$ cat config.mk
export PLATFORM = sky130hd
export DESIGN_NAME = lemonde_streit_nios2_oci_dct_ctrl
export DESIGN_NICKNAME = d
export VERILOG_FILES = /design/src/rtl/lemonde_streit_nios2_oci_dct_ctrl.sv
export SDC_FILE = /design/constraint.sdc
export NUM_CORES = 1
export LEC_CHECK = 0
export ABC_AREA = 1
export CAP_MARGIN = 20
export CELL_PAD_IN_SITES_DETAIL_PLACEMENT = 0
export CELL_PAD_IN_SITES_GLOBAL_PLACEMENT = 1
export CORE_AREA = 2 2 134 136
export DETAILED_ROUTE_END_ITERATION = 6
export DIE_AREA = 0 0 136 138
export GPL_ROUTABILITY_DRIVEN = 0
export GPL_TIMING_DRIVEN = 0
export PLACE_DENSITY = 0.81
export RECOVER_POWER = 100
export SLEW_MARGIN = 5
export SYNTH_ARGS = -nofsm -noshare
export SYNTH_HDL_FRONTEND = slang
export SYNTH_HIERARCHICAL = 1
export SYNTH_SLANG_ARGS = --single-unit
$ cat constraint.sdc
create_clock -name clk -period 1.87 [get_ports clk]
set_input_delay 0.2805 -clock clk [delete_from_list [all_inputs] [get_ports clk]]
set_output_delay 0.2805 -clock clk [all_outputs]
set_load 0.02 [all_outputs]
$ cat src/rtl/lemonde_streit_nios2_oci_dct_ctrl.sv
// OCI direct-trace capture sequencer: packs fragments, commits words to trace RAM,
// shares the RAM port with debugger readout. Optional macro NIOS2_OCI_DCT_SEQ_EN adds a word sequence number.
module lemonde_streit_nios2_oci_dct_ctrl #(
    parameter int FRAG_W = 2,
    parameter int SLOTS  = 15,
    parameter int TM_AW  = 7
) (
    input  logic                      clk,
    input  logic                      reset,
    input  logic                      trc_on,
    input  logic                      frag_valid,
    input  logic [FRAG_W-1:0]         frag,
    input  logic                      flush_req,
    input  logic                      test_ending,
    output logic [SLOTS*FRAG_W-1:0]   dct_buffer,
    output logic [3:0]                dct_count,
    output logic                      tm_we,
    output logic [TM_AW-1:0]          tm_addr,
    output logic [35:0]               tm_wdata,
    input  logic [35:0]               tm_rdata,
    input  logic                      dbg_rd_req,
    input  logic [TM_AW-1:0]          dbg_rd_addr,
    output logic                      dbg_rd_ack,
    output logic [35:0]               dbg_rd_data,
    output logic [TM_AW-1:0]          tm_wr_ptr,
    output logic                      tm_wrapped,
    output logic                      test_has_ended
);
    localparam int BUF_W = SLOTS * FRAG_W;

    typedef enum logic [1:0] {ST_IDLE, ST_COLLECT, ST_DRAIN, ST_ENDED} state_t;

    state_t             state_r;
    logic [BUF_W-1:0]   dct_buffer_r;
    logic [3:0]         dct_count_r;
    logic               tm_we_r;
    logic [TM_AW-1:0]   tm_addr_r;
    logic [35:0]        tm_wdata_r;
    logic [TM_AW-1:0]   tm_wr_ptr_r;
    logic               tm_wrapped_r;
    logic               rd_grant_r;
    logic               rd_s1_r;
    logic               dbg_rd_ack_r;
    logic [35:0]        dbg_rd_data_r;
    logic               test_has_ended_r;
    logic [1:0]         word_seq_s;

    logic               accept_s;
    logic               exit_s;
    logic               commit_s;
    logic               grant_s;
    logic [BUF_W-1:0]   buf_nxt_s;
    logic [3:0]         cnt_nxt_s;

    // Fragment packing, commit decision and read-grant arbitration
    always_comb begin
        accept_s  = (state_r == ST_COLLECT) && frag_valid;
        buf_nxt_s = dct_buffer_r;
        cnt_nxt_s = dct_count_r;
        if (accept_s) begin
            for (int i = 0; i < SLOTS; i++) begin
                if (dct_count_r == i[3:0]) begin
                    buf_nxt_s[i*FRAG_W +: FRAG_W] = frag;
                end else begin
                    buf_nxt_s[i*FRAG_W +: FRAG_W] = dct_buffer_r[i*FRAG_W +: FRAG_W];
                end
            end
            cnt_nxt_s = dct_count_r + 4'd1;
        end else begin
            cnt_nxt_s = dct_count_r;
        end
        exit_s   = flush_req || !trc_on || test_ending;
        commit_s = (state_r == ST_COLLECT) &&
                   ((cnt_nxt_s == 4'(SLOTS)) || (exit_s && (cnt_nxt_s != 4'd0)));
        // A read may only take the port in a cycle the pending register is empty
        grant_s  = dbg_rd_req && !commit_s && !rd_grant_r && !rd_s1_r && !dbg_rd_ack_r;
    end

`ifdef NIOS2_OCI_DCT_SEQ_EN
    logic [1:0] seq_r;

    // Per-word sequence number, advances on every committed word
    always_ff @(posedge clk) begin
        if (reset) begin
            seq_r <= 2'b00;
        end else if (commit_s) begin
            seq_r <= seq_r + 2'd1;
        end else begin
            seq_r <= seq_r;
        end
    end

    assign word_seq_s = seq_r;
`else
    assign word_seq_s = 2'b00;
`endif

    // Control FSM, capture buffer, trace-RAM port and readout pipeline
    always_ff @(posedge clk) begin
        if (reset) begin
            state_r          <= ST_IDLE;
            dct_buffer_r     <= {BUF_W{1'b0}};
            dct_count_r      <= 4'd0;
            tm_we_r          <= 1'b0;
            tm_addr_r        <= {TM_AW{1'b0}};
            tm_wdata_r       <= 36'd0;
            tm_wr_ptr_r      <= {TM_AW{1'b0}};
            tm_wrapped_r     <= 1'b0;
            rd_grant_r       <= 1'b0;
            rd_s1_r          <= 1'b0;
            dbg_rd_ack_r     <= 1'b0;
            dbg_rd_data_r    <= 36'd0;
            test_has_ended_r <= 1'b0;
        end else begin
            dct_buffer_r <= commit_s ? {BUF_W{1'b0}} : buf_nxt_s;
            dct_count_r  <= commit_s ? 4'd0 : cnt_nxt_s;
            tm_we_r      <= commit_s;
            if (commit_s) begin
                tm_wdata_r  <= {word_seq_s, cnt_nxt_s, buf_nxt_s};
                tm_addr_r   <= tm_wr_ptr_r;
                tm_wr_ptr_r <= tm_wr_ptr_r + {{(TM_AW-1){1'b0}}, 1'b1};
                if (&tm_wr_ptr_r) begin
                    tm_wrapped_r <= 1'b1;
                end
            end else if (grant_s) begin
                tm_addr_r <= dbg_rd_addr;
            end
            rd_grant_r   <= grant_s;
            rd_s1_r      <= rd_grant_r;
            dbg_rd_ack_r <= rd_s1_r;
            if (rd_s1_r) begin
                dbg_rd_data_r <= tm_rdata;
            end
            case (state_r)
                ST_IDLE: begin
                    if (test_ending) begin
                        state_r <= ST_DRAIN;
                    end else if (trc_on) begin
                        state_r <= ST_COLLECT;
                    end
                end
                ST_COLLECT: begin
                    if (test_ending) begin
                        state_r <= ST_DRAIN;
                    end else if (!trc_on) begin
                        state_r <= ST_IDLE;
                    end
                end
                // Any pending write retires during this cycle, so the drain is done
                ST_DRAIN: begin
                    state_r          <= ST_ENDED;
                    test_has_ended_r <= 1'b1;
                end
                ST_ENDED: begin
                    test_has_ended_r <= 1'b1;
                end
                default: begin
                    state_r <= ST_IDLE;
                end
            endcase
        end
    end

    assign dct_buffer     = dct_buffer_r;
    assign dct_count      = dct_count_r;
    assign tm_we          = tm_we_r;
    assign tm_addr        = tm_addr_r;
    assign tm_wdata       = tm_wdata_r;
    assign dbg_rd_ack     = dbg_rd_ack_r;
    assign dbg_rd_data    = dbg_rd_data_r;
    assign tm_wr_ptr      = tm_wr_ptr_r;
    assign tm_wrapped     = tm_wrapped_r;
    assign test_has_ended = test_has_ended_r;

    lemonde_streit_nios2_oci_dct_ctrl_chk u_chk (
        .clk       (clk),
        .reset     (reset),
        .commit    (commit_s),
        .tm_we     (tm_we_r),
        .rd_grant  (rd_grant_r),
        .dct_count (dct_count_r)
    );
endmodule

// Invariants: pending write never lost, no read grant during a write, count in range.
module lemonde_streit_nios2_oci_dct_ctrl_chk (
    input logic       clk,
    input logic       reset,
    input logic       commit,
    input logic       tm_we,
    input logic       rd_grant,
    input logic [3:0] dct_count
);
    a_pending_no_overflow: assert property (@(posedge clk) disable iff (reset) commit |=> tm_we);
    a_no_grant_on_write:   assert property (@(posedge clk) disable iff (reset) !(tm_we && rd_grant));
    a_count_range:         assert property (@(posedge clk) disable iff (reset) dct_count <= 4'd15);
endmodule
Word-level counts from Yosys, hierarchy flattened
Cells that the tools add are included.
- register bits after elaboration: 126
- input port bits: 52
- output and inout port bits: 124
- add/subtract/negate cells: 2
- equality and inequality tests: 20
- multiplexer cells: 24
- reductions and logical operators: 24
- operators by type and width (kind ; count):
    $mux 2 ; 19
    $eq 4x4->1 const B ; 8
    $mux 30 ; 1
    $eq 4x3->1 const B ; 4
    $mux 7 ; 2
    $eq 4x2->1 const B ; 2
    $reduce_and 8->1 ; 1
    $add 7x1->7 const B ; 1
    $logic_and 1x1->1 ; 7
    $ne 3x3->1 const B ; 2
    $pmux 2 s3 ; 1
    $logic_not 1->1 ; 5
    $add 4x1->4 const B ; 1
    $eq 2x2->1 const B ; 2
    $eq 4x1->1 const B ; 1
    $logic_not 4->1 ; 1
    $mux 4 ; 1
    $reduce_bool 4->1 ; 1
    $reduce_or 2->1 ; 2
    $logic_or 1x1->1 ; 3
    $reduce_and 3->1 ; 1
    $reduce_bool 3->1 ; 1
    $eq 2x1->1 const B ; 1
    $logic_not 2->1 ; 1
    $reduce_bool 2->1 ; 1

Longest topological paths before layout
Gate-level depths: netlist of the first run.
- depth after elaboration: 14
- gate-level depth with buffers: 15

Worst setup path after synthesis of the first run
OpenSTA, ideal clock, no wires.
- path kind: register to register
- start: reg dct_count_r[0], in the netlist dct_count[0]
- end: reg tm_wr_ptr_r[3], in the netlist tm_wr_ptr[3]
- setup time: 0.118 ns
- data arrival time: 1.870 ns
- path slack: -0.118 ns
- cell stages (with the launch flop): 14
- buffers on the path: 2
- cells stage by stage: dfxtp_1 inv_1 ha_1 nand3_1 nand2_1 nand2_1 nor2_1 nand2_1 nand2_2 nand2_4 buf_8 buf_8 nor3_1 nor2_1
- longest elaborated chain between the ends: 6
- RTL lines (item ; line ; text):
    start, declared ; 35 ; logic [3:0] dct_count_r;
    start signal, assigned ; 116 ; dct_count_r <= commit_s ? 4'd0 : cnt_nxt_s;
    $add 4x1->4 ; 68 ; cnt_nxt_s = dct_count_r + 4'd1;
    $mux 4 (*) ; 60 ; if (accept_s) begin
    $reduce_bool 4->1 ; 74 ; ((cnt_nxt_s == 4'(SLOTS)) || (exit_s && (cnt_nxt_s != 4'd0)));
    $logic_and 1x1->1 ; 74 ;
    $logic_or 1x1->1 (*) ; 74 ;
    $logic_and 1x1->1 (*) ; 73 ; commit_s = (state_r == ST_COLLECT) &&
    end signal, assigned ; 107 ; tm_wr_ptr_r <= {TM_AW{1'b0}};
    end signal, assigned ; 121 ; tm_wr_ptr_r <= tm_wr_ptr_r + {{(TM_AW-1){1'b0}}, 1'b1};
    end, declared ; 39 ; logic [TM_AW-1:0] tm_wr_ptr_r;
Every way passes the cells marked *; elsewhere a longest branch is shown, timed or not.
A chain may end at the register's enable or synchronous reset.

Worst setup path after layout of the first run
- start: reg dct_count_r[0], in the netlist dct_count[0]
- end: reg dct_buffer_r[29], in the netlist dct_buffer[29]
- longest elaborated chain between the ends: 7
- RTL lines (item ; line ; text):
    $add 4x1->4 ; 68 ;
    $mux 4 ; 60 ;
    $reduce_bool 4->1 ; 74 ;
    $logic_and 1x1->1 ; 74 ;
    $logic_or 1x1->1 ; 74 ;
    $logic_and 1x1->1 ; 73 ;
    $reduce_or 2->1 (no line) ; n/a ;
    end signal, assigned ; 102 ; dct_buffer_r <= {BUF_W{1'b0}};
    end signal, assigned ; 115 ; dct_buffer_r <= commit_s ? {BUF_W{1'b0}} : buf_nxt_s;
    end, declared ; 34 ; logic [BUF_W-1:0] dct_buffer_r;
Parallel ways exist; a longest one is shown, timed or not.

==> impl_metrics.json, run 1 <==
{
  "antenna_found_initial": 0,
  "io_pins": 176,
  "hold_path.class": "in2reg",
  "whs_ps": 361,
  "start_util_pct": 28.1,
  "swShare_pct": 27.6,
  "start_kind": "register",
  "drc": 0,
  "cp_num_buf_inv": 3,
  "worstMarginPinSlew_ps": 693,
  "yosysSeqAreaShare_pct": 51.2,
  "nets": 857,
  "status": "complete, but fails checks",
  "die_h_um": 138,
  "num_vias": 4596,
  "power_leakage_uw": 0.00332,
  "clock_path_buffers": 2,
  "seq_area_sq_um": 2530,
  "power_frac_comb_pct": 17.2,
  "dieArea_sq_um": 18800,
  "critical_path_class": "reg2reg",
  "num_antenna_cells": 0,
  "finalCritPeriodShare_pct": 100,
  "drive_gt1_share_pct": 17.7,
  "multi_input_area_sq_um": 2240,
  "fin_skew_ps": 7.28,
  "max_slew_margin_pct": 53.8,
  "slew_viol_final": 0,
  "cpPeakStageDelay_ps": 360,
  "synth_top_cell_area_share_pct": 51.2,
  "setup_ws_ps": -4.90,
  "arrival_ps": 2180,
  "ant_nets": 0,
  "area_growth_pct": 63.1,
  "endpoint": "dct_buffer[29]",
  "synth.area.mux_share_pct": 6.10,
  "path_max_fanout": 10,
  "die_x_um": 136,
  "vdd_ir_drop_max_mv": 0.584,
  "r2r_cells": 13,
  "wirelength_um": 15200,
  "clkLatencyLatePin_ps": 420,
  "fillCellCount": 1756,
  "firstDrtPassIters": 4,
  "r2r-end": "dct_buffer[29]",
  "grt.total_usage_pct": 16.6,
  "p_switching_uw": 2050,
  "cts_tree": "yes",
  "rsz0062_at_grt": "yes",
  "synth_seq_cells": 126,
  "async_flop_share_pct": 0,
  "grt_overflow": 0,
  "synth_cells": 579,
  "violations": "negative setup slack",
  "synthTopCellsByArea": "dfxtp_1, nor2_1, mux2i_1",
  "clockPowerShare_pct": 44.0,
  "grt_pass1_vias": 4561,
  "avgSynthCellArea_sq_um": 8.50,
  "final-hold-violation-count": 0,
  "internal_power_uw": 5380,
  "drt_iter0_drc": 165,
  "synth-simple-area-share_pct": 22.0,
  "synth_cell_types": 36,
  "synth-compound-area-share_pct": 11.2,
  "r2r_slack_ps": -5,
  "worstPathCellList": "inv_2 -> ha_4 -> nand3_2 -> nand2_2 -> nand2_1 -> nor2_1 -> nand2_2 -> nand2_4 -> nand2_4 -> buf_4 -> nand2_8 -> buf_6 -> nor2_1",
  "rr_startpoint": "dct_count[0]",
  "via_per_inst": 4.43,
  "critPathRequiredTime_ps": 2170,
  "power.density_nw_per_um2": 925,
  "place_ws_ps": -530,
  "critical_path_depth": 13,
  "setup-violations-final": 3,
  "synthXorXnorAreaFrac_pct": 0.178,
  "synth-edff-count": 0,
  "port-buffer-count": 172,
  "clock-sinks": 126,
  "cp_top_family": "simple AND/OR/NAND/NOR gates",
  "crit_start": "dct_count[0]",
  "max_cap_viol_count": 0,
  "core_sq_um": 17500,
  "end_kind": "register",
  "fmax_mhz": 533,
  "power.share.sequential_pct": 38.8,
  "synth_adder_area_share_pct": 2.54,
  "hpwl_um": 10700,
  "cp_slowest_cell": "dfxtp_4",
  "grt_max_degree": 17,
  "fin_util_pct": 45.8,
  "grt_pass1_wl_um": 24200,
  "clkTransAtPathRegs_ps": 60,
  "root_buffer": "clkbuf_16",
  "post-route-min-period_ps": 1870,
  "fp-row-count": 49,
  "synth_top_area_cell": "dfxtp_1",
  "ys.flop_type": "dfxtp_1",
  "cts_buffers": 17,
  "wire_per_inst_um": 14.7,
  "yosysWarnings": 6,
  "ctsHtreeMaxLevel": 4,
  "synth_area_sq_um": 4920,
  "synth_top_family_by_area": "simple AND/OR/NAND/NOR gates"
}
worst reg2reg max path, cell delays in order (launching register included):
cell,delay (ps)
dfxtp_4,360
inv_2,60
ha_4,250
nand3_2,60
nand2_2,110
nand2_1,60
nor2_1,120
nand2_2,80
nand2_4,80
nand2_4,80
buf_4,160
nand2_8,110
buf_6,180
nor2_1,60
layout make-up:
class,instances,area share (%)
sequential,126,31.6
multi-input combinational,385,28.0
timing repair buffer,198,24.7
clock buffer,17,5.30
tap,229,3.57
buffer,32,3.12
clock inverter,15,2.01
inverter,35,1.73
worst min path at each step:
stage / start / to / cells after the start
after floorplan: dbg_rd_addr[1] / tm_addr[1] / 2
after global placement: rd_grant_r / rd_s1_r / 2
after detailed placement: rd_grant_r / rd_s1_r / 2
after CTS: reset / test_has_ended / 2
after global routing: reset / test_has_ended / 2
final: reset / test_has_ended / 2
state kept, by name, summed over array words and instances, names as in the netlist, 2 cells and up:
signal	flops
dbg_rd_data	36
tm_addr	7
dct_count	4
dct_buffer	30
tm_wdata	34
tm_wr_ptr	7
state_r	2
metrics by stage:
step | power, uW | setup TNS, ps | instance area (sq um) | std cells
final | 7430 | -10.7 | 8030 | 1037
after global routing | 7760 | -2960 | 8030 | 1037
after CTS | 7460 | -338 | 7900 | 1035
after detailed placement | 3960 | -36200 | 6940 | 981
after global placement | 3960 | -36800 | 6940 | 981
after floorplan | 3510 | 0 | 4930 | 580
power by group through the flow:
stage / clock (uW) / sequential, uW / combinational (uW)
final: 3270 / 2880 / 1280
after global routing: 3480 / 2890 / 1390
after CTS: 3340 / 2880 / 1240
after detailed placement: 0 / 2930 / 1030
after global placement: 0 / 2930 / 1030
after floorplan: 0 / 3030 / 476
synthesized netlist by cell type, types with 2 or more instances:
master / number
dfxtp_1: 126
nor2_1: 125
nand3_1: 56
nand2_1: 50
o21ai_0: 47
inv_1: 32
mux2i_1: 30
o21ai_2: 20
clkbuf_1: 15
o21ai_1: 11
ha_1: 10
a21oi_1: 6
buf_4: 6
nand2_2: 6
buf_1: 5
nor3_1: 4
buf_2: 3
buf_6: 3
inv_2: 3
nor2_4: 3
a21oi_2: 2
buf_8: 2
layout by cell type (no fill, tap or decap), types with 3 or more instances in the layout:
cell / n
clkbuf_1: 15
nand3_2: 7
clkinv_4: 3
buf_1: 3
nor2_4: 5
nand2_1: 43
mux2i_1: 30
ha_1: 7
inv_1: 28
inv_6: 4
o21ai_1: 17
clkinvlp_4: 3
buf_8: 5
o21ai_2: 20
a21oi_2: 3
nand3_1: 49
inv_2: 5
clkdlybuf4s50_1: 164
nor2_2: 6
nand2_2: 9
clkinv_2: 3
nand2_4: 3
o21ai_0: 41
dfxtp_1: 122
a21oi_1: 5
dfxtp_4: 3
dlygate4sd3_1: 7
buf_4: 22
buf_12: 3
nor3_1: 3
buf_6: 8
ha_4: 3
nor2_1: 118
clkbuf_16: 17
layer usage:
| layer | share of wire, % | global-route usage, % | vias up |
|---|---|---|---|
| li1 | - | - | 2328 |
| met1 | 43 | 19.9 | 2141 |
| met2 | 49 | 27.6 | 114 |
| met3 | 6.5 | 6.45 | 13 |
| met4 | 1.2 | 4.71 | 0 |
| met5 | 0 | 0 | - |
cell families (layout without fill, tap and decap cells):
group | after synthesis | after routing
and+or+nand+nor | 251 | 251
other | 1 | 2
DFF | 126 | 126
buffers and inverters | 69 | 297
muxes | 30 | 30
xor gates and xnor gates | 1 | 1
AOI/OAI and AO/OA | 91 | 91
adders and majority gates | 10 | 10
what timing repair did:
action	4_1_cts	5_1_grt
setup buffers	19	5
cloned	3	0
endpoints found under the setup margin	84	84
gates resized for setup	46	32
endpoints found under the hold margin	0	0
pin swaps	13	18
hold buffers	0	0
No activity file was read; power rests on OpenSTA's default activity.
==> run 2, diff against run 1 <==
ABC_CLOCK_PERIOD_IN_PS = 1870   (was not set)
==> results of run 2 <==
Final layout, timing and power as in run 1 (identical DEF).
==> run 3, diff against run 2 <==
CAP_MARGIN = 10   (was 20)
==> results of run 3 <==
Final layout, timing and power as in run 1 (identical DEF).
